**src/rtl/mult_rr_scheduler.sv**
```systemverilog
// Round-robin scheduler sharing one 3x3 combinational multiplier among NUM_REQ requesters.
// Optional per-requester grant counters are built when MULT_RR_STATS_EN is defined.

module multiplier (
    input  logic [2:0] A,
    input  logic [2:0] B,
    output logic [5:0] P
);
    assign P = {3'b000, A} * {3'b000, B};
endmodule

module mult_rr_scheduler #(
    parameter int NUM_REQ = 4,
    parameter int ID_W    = 2,
    parameter int CNT_W   = 8
) (
    input  logic                   clk,
    input  logic                   reset,
    input  logic [NUM_REQ-1:0]     req_valid,
    input  logic [3*NUM_REQ-1:0]   req_a,
    input  logic [3*NUM_REQ-1:0]   req_b,
    output logic [NUM_REQ-1:0]     req_ready,
    output logic                   res_valid,
    input  logic                   res_ready,
    output logic [5:0]             res_p,
    output logic [ID_W-1:0]        res_id,
    output logic                   busy
`ifdef MULT_RR_STATS_EN
   ,output logic [CNT_W*NUM_REQ-1:0] grant_cnt
`endif
);

    typedef enum logic [1:0] {IDLE, CALC, OUT} state_t;

    state_t          state, state_nxt;
    logic [ID_W-1:0] rr_ptr, grant, scan_idx, id_q;
    logic            found, accept;
    logic [2:0]      sel_a, sel_b, op_a, op_b;
    logic [5:0]      mult_p;

    // Search starts at rr_ptr so the last winner drops to lowest priority.
    always_comb begin
        // NOTE: every combinational output gets a default first, otherwise a latch is inferred.
        found    = 1'b0;
        grant    = '0;
        scan_idx = '0;
        sel_a    = '0;
        sel_b    = '0;
        for (int i = 0; i < NUM_REQ; i++) begin
            scan_idx = ID_W'((int'(rr_ptr) + i) % NUM_REQ);
            if (!found && req_valid[scan_idx]) begin
                found = 1'b1;
                grant = scan_idx;
            end
        end
        for (int i = 0; i < NUM_REQ; i++) begin
            if (grant == ID_W'(i)) begin
                sel_a = req_a[3*i +: 3];
                sel_b = req_b[3*i +: 3];
            end
        end
    end

    assign accept    = (state == IDLE) && found;
    assign req_ready = (!reset && accept) ? (NUM_REQ'(1) << grant) : '0;
    assign busy      = (state != IDLE);

    always_ff @(posedge clk) begin
        if (reset) state <= IDLE;
        else       state <= state_nxt;
    end

    always_comb begin
        state_nxt = state;
        case (state)
            IDLE:    if (found) state_nxt = CALC;
            CALC:    state_nxt = OUT;
            OUT:     if (res_ready) state_nxt = IDLE;
            default: state_nxt = IDLE;
        endcase
    end

    multiplier u_mult (op_a, op_b, mult_p);

    always_ff @(posedge clk) begin
        if (reset) begin
            rr_ptr    <= '0;
            op_a      <= '0;
            op_b      <= '0;
            id_q      <= '0;
            res_valid <= 1'b0;
            res_p     <= '0;
            res_id    <= '0;
        end else begin
            case (state)
                IDLE: if (found) begin
                    op_a   <= sel_a;
                    op_b   <= sel_b;
                    id_q   <= grant;
                    rr_ptr <= (grant == ID_W'(NUM_REQ-1)) ? '0 : grant + 1'b1;
                end
                CALC: begin
                    res_p     <= mult_p;
                    res_id    <= id_q;
                    res_valid <= 1'b1;
                end
                OUT: if (res_ready) res_valid <= 1'b0;
                default: ;
            endcase
        end
    end

`ifdef MULT_RR_STATS_EN
    logic [CNT_W-1:0] cnt_q [NUM_REQ];

    // Saturating counters: stick at all-ones instead of wrapping.
    always_ff @(posedge clk) begin
        for (int i = 0; i < NUM_REQ; i++) begin
            if (reset)
                cnt_q[i] <= '0;
            else if (accept && grant == ID_W'(i) && cnt_q[i] != '1)
                cnt_q[i] <= cnt_q[i] + 1'b1;
        end
    end

    for (genvar g = 0; g < NUM_REQ; g++) begin : g_cnt_out
        assign grant_cnt[g*CNT_W +: CNT_W] = cnt_q[g];
    end
`endif

endmodule

```
**config.mk**
```make
export PLATFORM = sky130hd
export DESIGN_NAME = mult_rr_scheduler
export DESIGN_NICKNAME = d
export VERILOG_FILES = /design/src/rtl/mult_rr_scheduler.sv
export SDC_FILE = /design/constraint.sdc
export NUM_CORES = 1
export LEC_CHECK = 0
export ABC_AREA = 1
export ABC_CLOCK_PERIOD_IN_PS = 2200
export BUFFER_PORTS_ARGS = -buffer_cell sky130_fd_sc_hd__buf_2
export CELL_PAD_IN_SITES_DETAIL_PLACEMENT = 0
export CELL_PAD_IN_SITES_GLOBAL_PLACEMENT = 1
export CORE_MARGIN = 2
export CORE_UTILIZATION = 31
export CTS_CLUSTER_DIAMETER = 60
export DETAILED_ROUTE_END_ITERATION = 16
export PLACE_DENSITY = 0.85
export SLEW_MARGIN = 20
export SYNTH_ARGS = -nofsm -noshare
export SYNTH_HDL_FRONTEND = slang
export SYNTH_SLANG_ARGS = --single-unit
```
**constraint.sdc**
```tcl
create_clock -name clk -period 2.2 [get_ports clk]
set_clock_uncertainty 0.15 [all_clocks]
set_input_delay 0.44 -clock clk [delete_from_list [all_inputs] [get_ports clk]]
set_output_delay 0.44 -clock clk [all_outputs]
set_load 0.1 [all_outputs]
```
* Yosys cells after proc, flatten, opt, wreduce, memory -nomap -nowiden *
Index checks and enable logic that the tools add are counted.

word-level totals
  word-level logic and storage cells = 72
  flip-flop bits (word level) = 21
  output and inout bits = 14
  input bits = 31

operators by class
  add/sub/neg operators = 4
  mux-type cells = 31
  $lt $le $gt $ge = 4
  multiply operators = 1
  eq/ne operators = 7
  reductions and logical operators = 16
  shift-type cells = 1

operators with widths
  operator               count
  $mux W3                8
  $mux W2                7
  $lt A2 B3 Y1 const B   4
  $mux W1                9
  $bmux W1 S2            4
  $eq A2 B2 Y1 const B   3
  $mul A3 B3 Y6          1
  $pmux W2 S3            1
  $reduce_and A2 Y1      3
  $logic_and A1 B1 Y1    5
  $add A2 B1 Y2 const B  2
  $add A2 B2 Y2 const B  2
  $eq A2 B1 Y1 const B   2
  $logic_not A1 Y1       4
  $logic_not A2 Y1       2
  $mux W4                1
  $ne A2 B2 Y1 const B   2
  $reduce_bool A2 Y1     2
  $shl A1 B2 Y4 const A  1
  $pmux W1 S2            1

* Longest topological paths before layout *
  depth after elaboration = 17
  depth in mapped cells = 22
  mapped depth without buffers = 20

* By module *
Synthesis repeated with hierarchy kept, for this count alone.

unflattened totals
  cell total of the unflattened synthesis = 243
  area, all modules = 1515.2 um^2

modules (own cells, without submodules)
  module             area an instance (um^2)  sequential area each (um^2)  times used  cells an instance
  mult_rr_scheduler  1303.8                   420.4                        1           209
  multiplier         211.5                    0.0                          1           34

* Least setup slack after synthesis *
OpenSTA, ideal clock, no wires.

  kind = input-to-output
  start = input port req_valid[1]
  end = output port req_ready[1]
  buffers on the path = 1
  data required time = 1610 ps
  path slack = -1255 ps
  arrival = 2865 ps
  stages on the path = 15
  cells stage by stage = inv_1 nand2_1 nand3_1 nand2_1 inv_1 nand2_1 nand2_1 nand2_1 inv_1 nand2_1 inv_1 ha_1 clkbuf_1 inv_1 nor2_1

on the way
  elaborated cells on any way between the ends = 26
  classes of those cells = 1 x shift; 17 x mux; 8 x reduce/logical

RTL lines
  element                        line  text
  start: declaration             19    input logic [NUM_REQ-1:0] req_valid,
  $bmux W1 S2                    51    if (!found && req_valid[scan_idx]) begin
  $mux W1 (not written as such)  51
  $mux W1                        51
  $logic_not A1 Y1               51
  $logic_and A1 B1 Y1            51
  $mux W1                        51
  $logic_not A1 Y1               51
  $logic_and A1 B1 Y1            51
  $mux W1                        51
  $logic_not A1 Y1               51
  $logic_and A1 B1 Y1            51
  $mux W2 (*)                    51
  via grant[0]                   36    logic [ID_W-1:0] rr_ptr, grant, scan_idx, id_q;
  $shl A1 B2 Y4 (*)              65    assign req_ready = (!reset && accept) ? (NUM_REQ'(1) << grant) : '0;
  $mux W4 (*)                    65
  end: declaration               22    output logic [NUM_REQ-1:0] req_ready,

Mark *: on every way through the listed nets, which the timed path passes. The rest lies on a longest branch. The select of a mux whose other input is x is not followed.

* Worst setup path in the final report *
  start = register rr_ptr[0]
  end = output port req_ready[1]

on the way
  cells in the longest elaborated chain, start to end = 15
  elaborated cells on any way between the ends = 29
  classes of those cells = 3 x add/sub; 1 x shift; 17 x mux; 8 x reduce/logical

ends and longest elaborated chain
  element                                                 line  text
  start: declaration                                      36
  start signal: assignment                                100   rr_ptr <= (grant == ID_W'(NUM_REQ-1)) ? '0 : grant + 1'b1;
  branches (longest 14 deep; another with $add A2 B1 Y2)  -
  $mux W4 (*)                                             65

Every way passes the cells marked *. The select of a mux whose other input is x is not followed.

==> flow_metrics.env <==
export IMPL_drv_slew=0
export IMPL_cp_start_kind="flip-flop"
export IMPL_final_common_cell="nand2_1"
export IMPL_ys_seq_area_share_pct=28.1
export IMPL_insertion_delay_ns=0.27
export IMPL_cts_buffer_depth=2
export IMPL_grt_pass1_vias=1498
export IMPL_fin_setup_tns_ns=-3.10
export IMPL_reg2reg_slack_ns=-0.27
export IMPL_start_util_pct=31.9
export IMPL_antenna_found_initial=0
export IMPL_path_cells="buf_6 -> nand2_4 -> nand3_2 -> nand2_2 -> nor2_4 -> nand4_1 -> nand2_4 -> buf_6 -> ha_4 -> inv_2 -> nor2_4 -> buf_12"
export IMPL_final_cell_mix="nand2_1, buf_2, buf_4"
export IMPL_synth_cells=233
export IMPL_critPathRequiredTime_ns=1.61
export IMPL_relSlewSlack_pct=67.2
export IMPL_tritoncts="yes"
export IMPL_maxClockFrequency_ghz=0.381
export IMPL_ys_seq_elements=21
export IMPL_core_um2=4690
export IMPL_fin_ws_ns=-0.424
export IMPL_drc=0
export IMPL_grt_remaining_overflow=0
export IMPL_synth_cell_type_count=23
export IMPL_cp_top_family="simple AND/OR/NAND/NOR gates"
export IMPL_htreeDepth=1
export IMPL_cts_root_buf="clkbuf_8"
export IMPL_min_period_over_period_pct=119
export IMPL_cts_sinks=21
export IMPL_first_pass_iters=4
export IMPL_syn_num_nets=275
export IMPL_gp_congestion=0.877
export IMPL_violations="negative setup slack"
export IMPL_status="finished, violations left"
export IMPL_port_buffer_count=44
export IMPL_finalNonFillerCells=359
export IMPL_num_io_pins=45
export IMPL_viasPerCell=4.55
export IMPL_area_growth_pct=56.5
export IMPL_rows=25
export IMPL_critPathMaxStageDelay_ns=0.42
export IMPL_period_minus_slack_ns=2.62
export IMPL_num_vias=1633
export IMPL_worst_path_buf_inv=4
export IMPL_drtAntennaViolNets=0
export IMPL_worst_pin_slew_ns=0.495
export IMPL_die_y_um=73.5
export IMPL_synth_area_um2=1500
export IMPL_slowest_stage="dfxtp_4"
export IMPL_final_layout_size_suffix_gt1_share_pct=47.2
export IMPL_grt_pass1_wl_um=6440
export IMPL_grt_usage_pct=15.1
export IMPL_wirelength_um=3770
export IMPL_cts_buffers=3
export IMPL_dieArea_um2=5400
export IMPL_worstSetupPathType="reg2out"
export IMPL_die_x_um=73.5
export IMPL_num_antenna_cells=0
export IMPL_drt_initial_drc_count=50
export IMPL_cts_hold_buf=0
export IMPL_routedWlPerCell_um=10.5
export IMPL_arrival_ns=2.03
export IMPL_yosys_warnings=0
export IMPL_clk_pin_slew_worst_paths_ns=0.08
export IMPL_nets=348
export IMPL_crit_fanout=5
export IMPL_hold_class="in2reg"
export IMPL_dp_hpwl_um=2910
export IMPL_finalHoldViolations=0
export IMPL_drv_cap=0
export IMPL_end_kind="primary output"
export IMPL_avgSynthCellArea_um2=6.42
export IMPL_grt_max_degree=16
export IMPL_rsz0062_at_grt="yes"
export IMPL_final_setup_viol_count=10
export IMPL_place_inst=348
-- through the flow --
step	utilization, %	hold slack (ns)	instance area [um2]	setup slack (ns)
final	49.9	0.225	2340	-0.424
after floorplan	-	0.279	1630	-0.280
after CTS	48.6	0.221	2280	-0.427
after detailed placement	44.9	0.306	2110	-0.295
after global routing	49.9	0.236	2340	-0.546
after global placement	44.9	0.302	2110	-0.287
-- final cells by class --
cell class / instances / area, um2
multi-input cells: 176 / 1130
well taps: 54 / 67.6
inverters: 30 / 133
clock inverters: 1 / 7.51
clock buffers: 3 / 41.3
repair buffers: 74 / 533
flip-flops and latches: 21 / 425
fillers: 474 / 2350
-- final timing paths --
| path | startpoint | to | cells past startpoint |
|---|---|---|---|
| max reg2reg | rr_ptr[0] | op_a[2] | 18 |
| min reg2reg | id_q[1] | res_id[1] | 2 |
| max | rr_ptr[0] | req_ready[1] | 12 |
| min | res_ready | res_valid | 2 |
-- sequential cells by signal (all words and copies together), names as in the netlist --
name	cells
op_b	3
state	2
res_id	2
op_a	3
res_p	6
rr_ptr	2
res_valid	1
id_q	2
-- per-layer routing --
| metal | track usage (%) | routed length [um] | vias up |
|---|---|---|---|
| li1 | - | - | 879 |
| met1 | 21.4 | 1900 | 706 |
| met2 | 23.3 | 1650 | 43 |
| met3 | 1.92 | 167 | 5 |
| met4 | 5.45 | 56 | 0 |
| met5 | 0 | 0 | - |
-- worst reg2reg max path, stage by stage (launching register included) --
cell and delay (ns):
dfxtp_4 0.42, buf_6 0.14, nand2_4 0.05, nand3_2 0.07, nand2_2 0.08, nor2_4 0.16, nand3_2 0.09, nand3_2 0.10
nand2_4 0.07, buf_6 0.13, ha_4 0.15, buf_4 0.15, buf_12 0.13, a21oi_2 0.10, nand2_1 0.06, o211ai_1 0.08
nand2_1 0.08, o21ai_1 0.12, nor2_1 0.05
-- cells by family (layout without fill, tap and decap cells) --
| group | after synthesis | count (layout) | synth area share (%) |
|---|---|---|---|
| fa+ha+maj | 11 | 11 | 10.2 |
| xor+xnor | 1 | 1 | 0.585 |
| compound gates | 38 | 38 | 14.7 |
| buf+inv | 36 | 108 | 11.0 |
| flops | 21 | 21 | 28.1 |
| simple gates | 126 | 126 | 35.4 |
-- synth_stat cells --
master     n  area [um2]
nor2_1    26        97.6
inv_1     28         105
inv_8      1        11.3
nand3_2    1        10.0
a21oi_1   13        65.1
nand2_1   77         289
nor2_4     1        11.3
ha_1       9         113
nand4_1    1        6.26
inv_2      1        3.75
xnor2_1    1        8.76
a21oi_2    3        26.3
o211ai_1   6        45.0
o21ai_0   15        75.1
a311oi_1   1        8.76
fa_1       2        40.0
dfxtp_1   21         420
nand3b_1   1        7.51
clkbuf_1   3        11.3
buf_6      3        33.8
nor2_2     5        31.3
nand3_1    9        45.0
nand2_2    5        31.3
-- what timing repair did --
item,in CTS,in global routing
pin swaps,26,19
buffers inserted,6,1
resized for setup,30,15
endpoints found under the setup margin,10,10
gates cloned,0,0
hold endpoints to repair,0,0
Power is not shown: default switching activity piles up to over one toggle a cycle in this logic, so the estimate is an artifact.
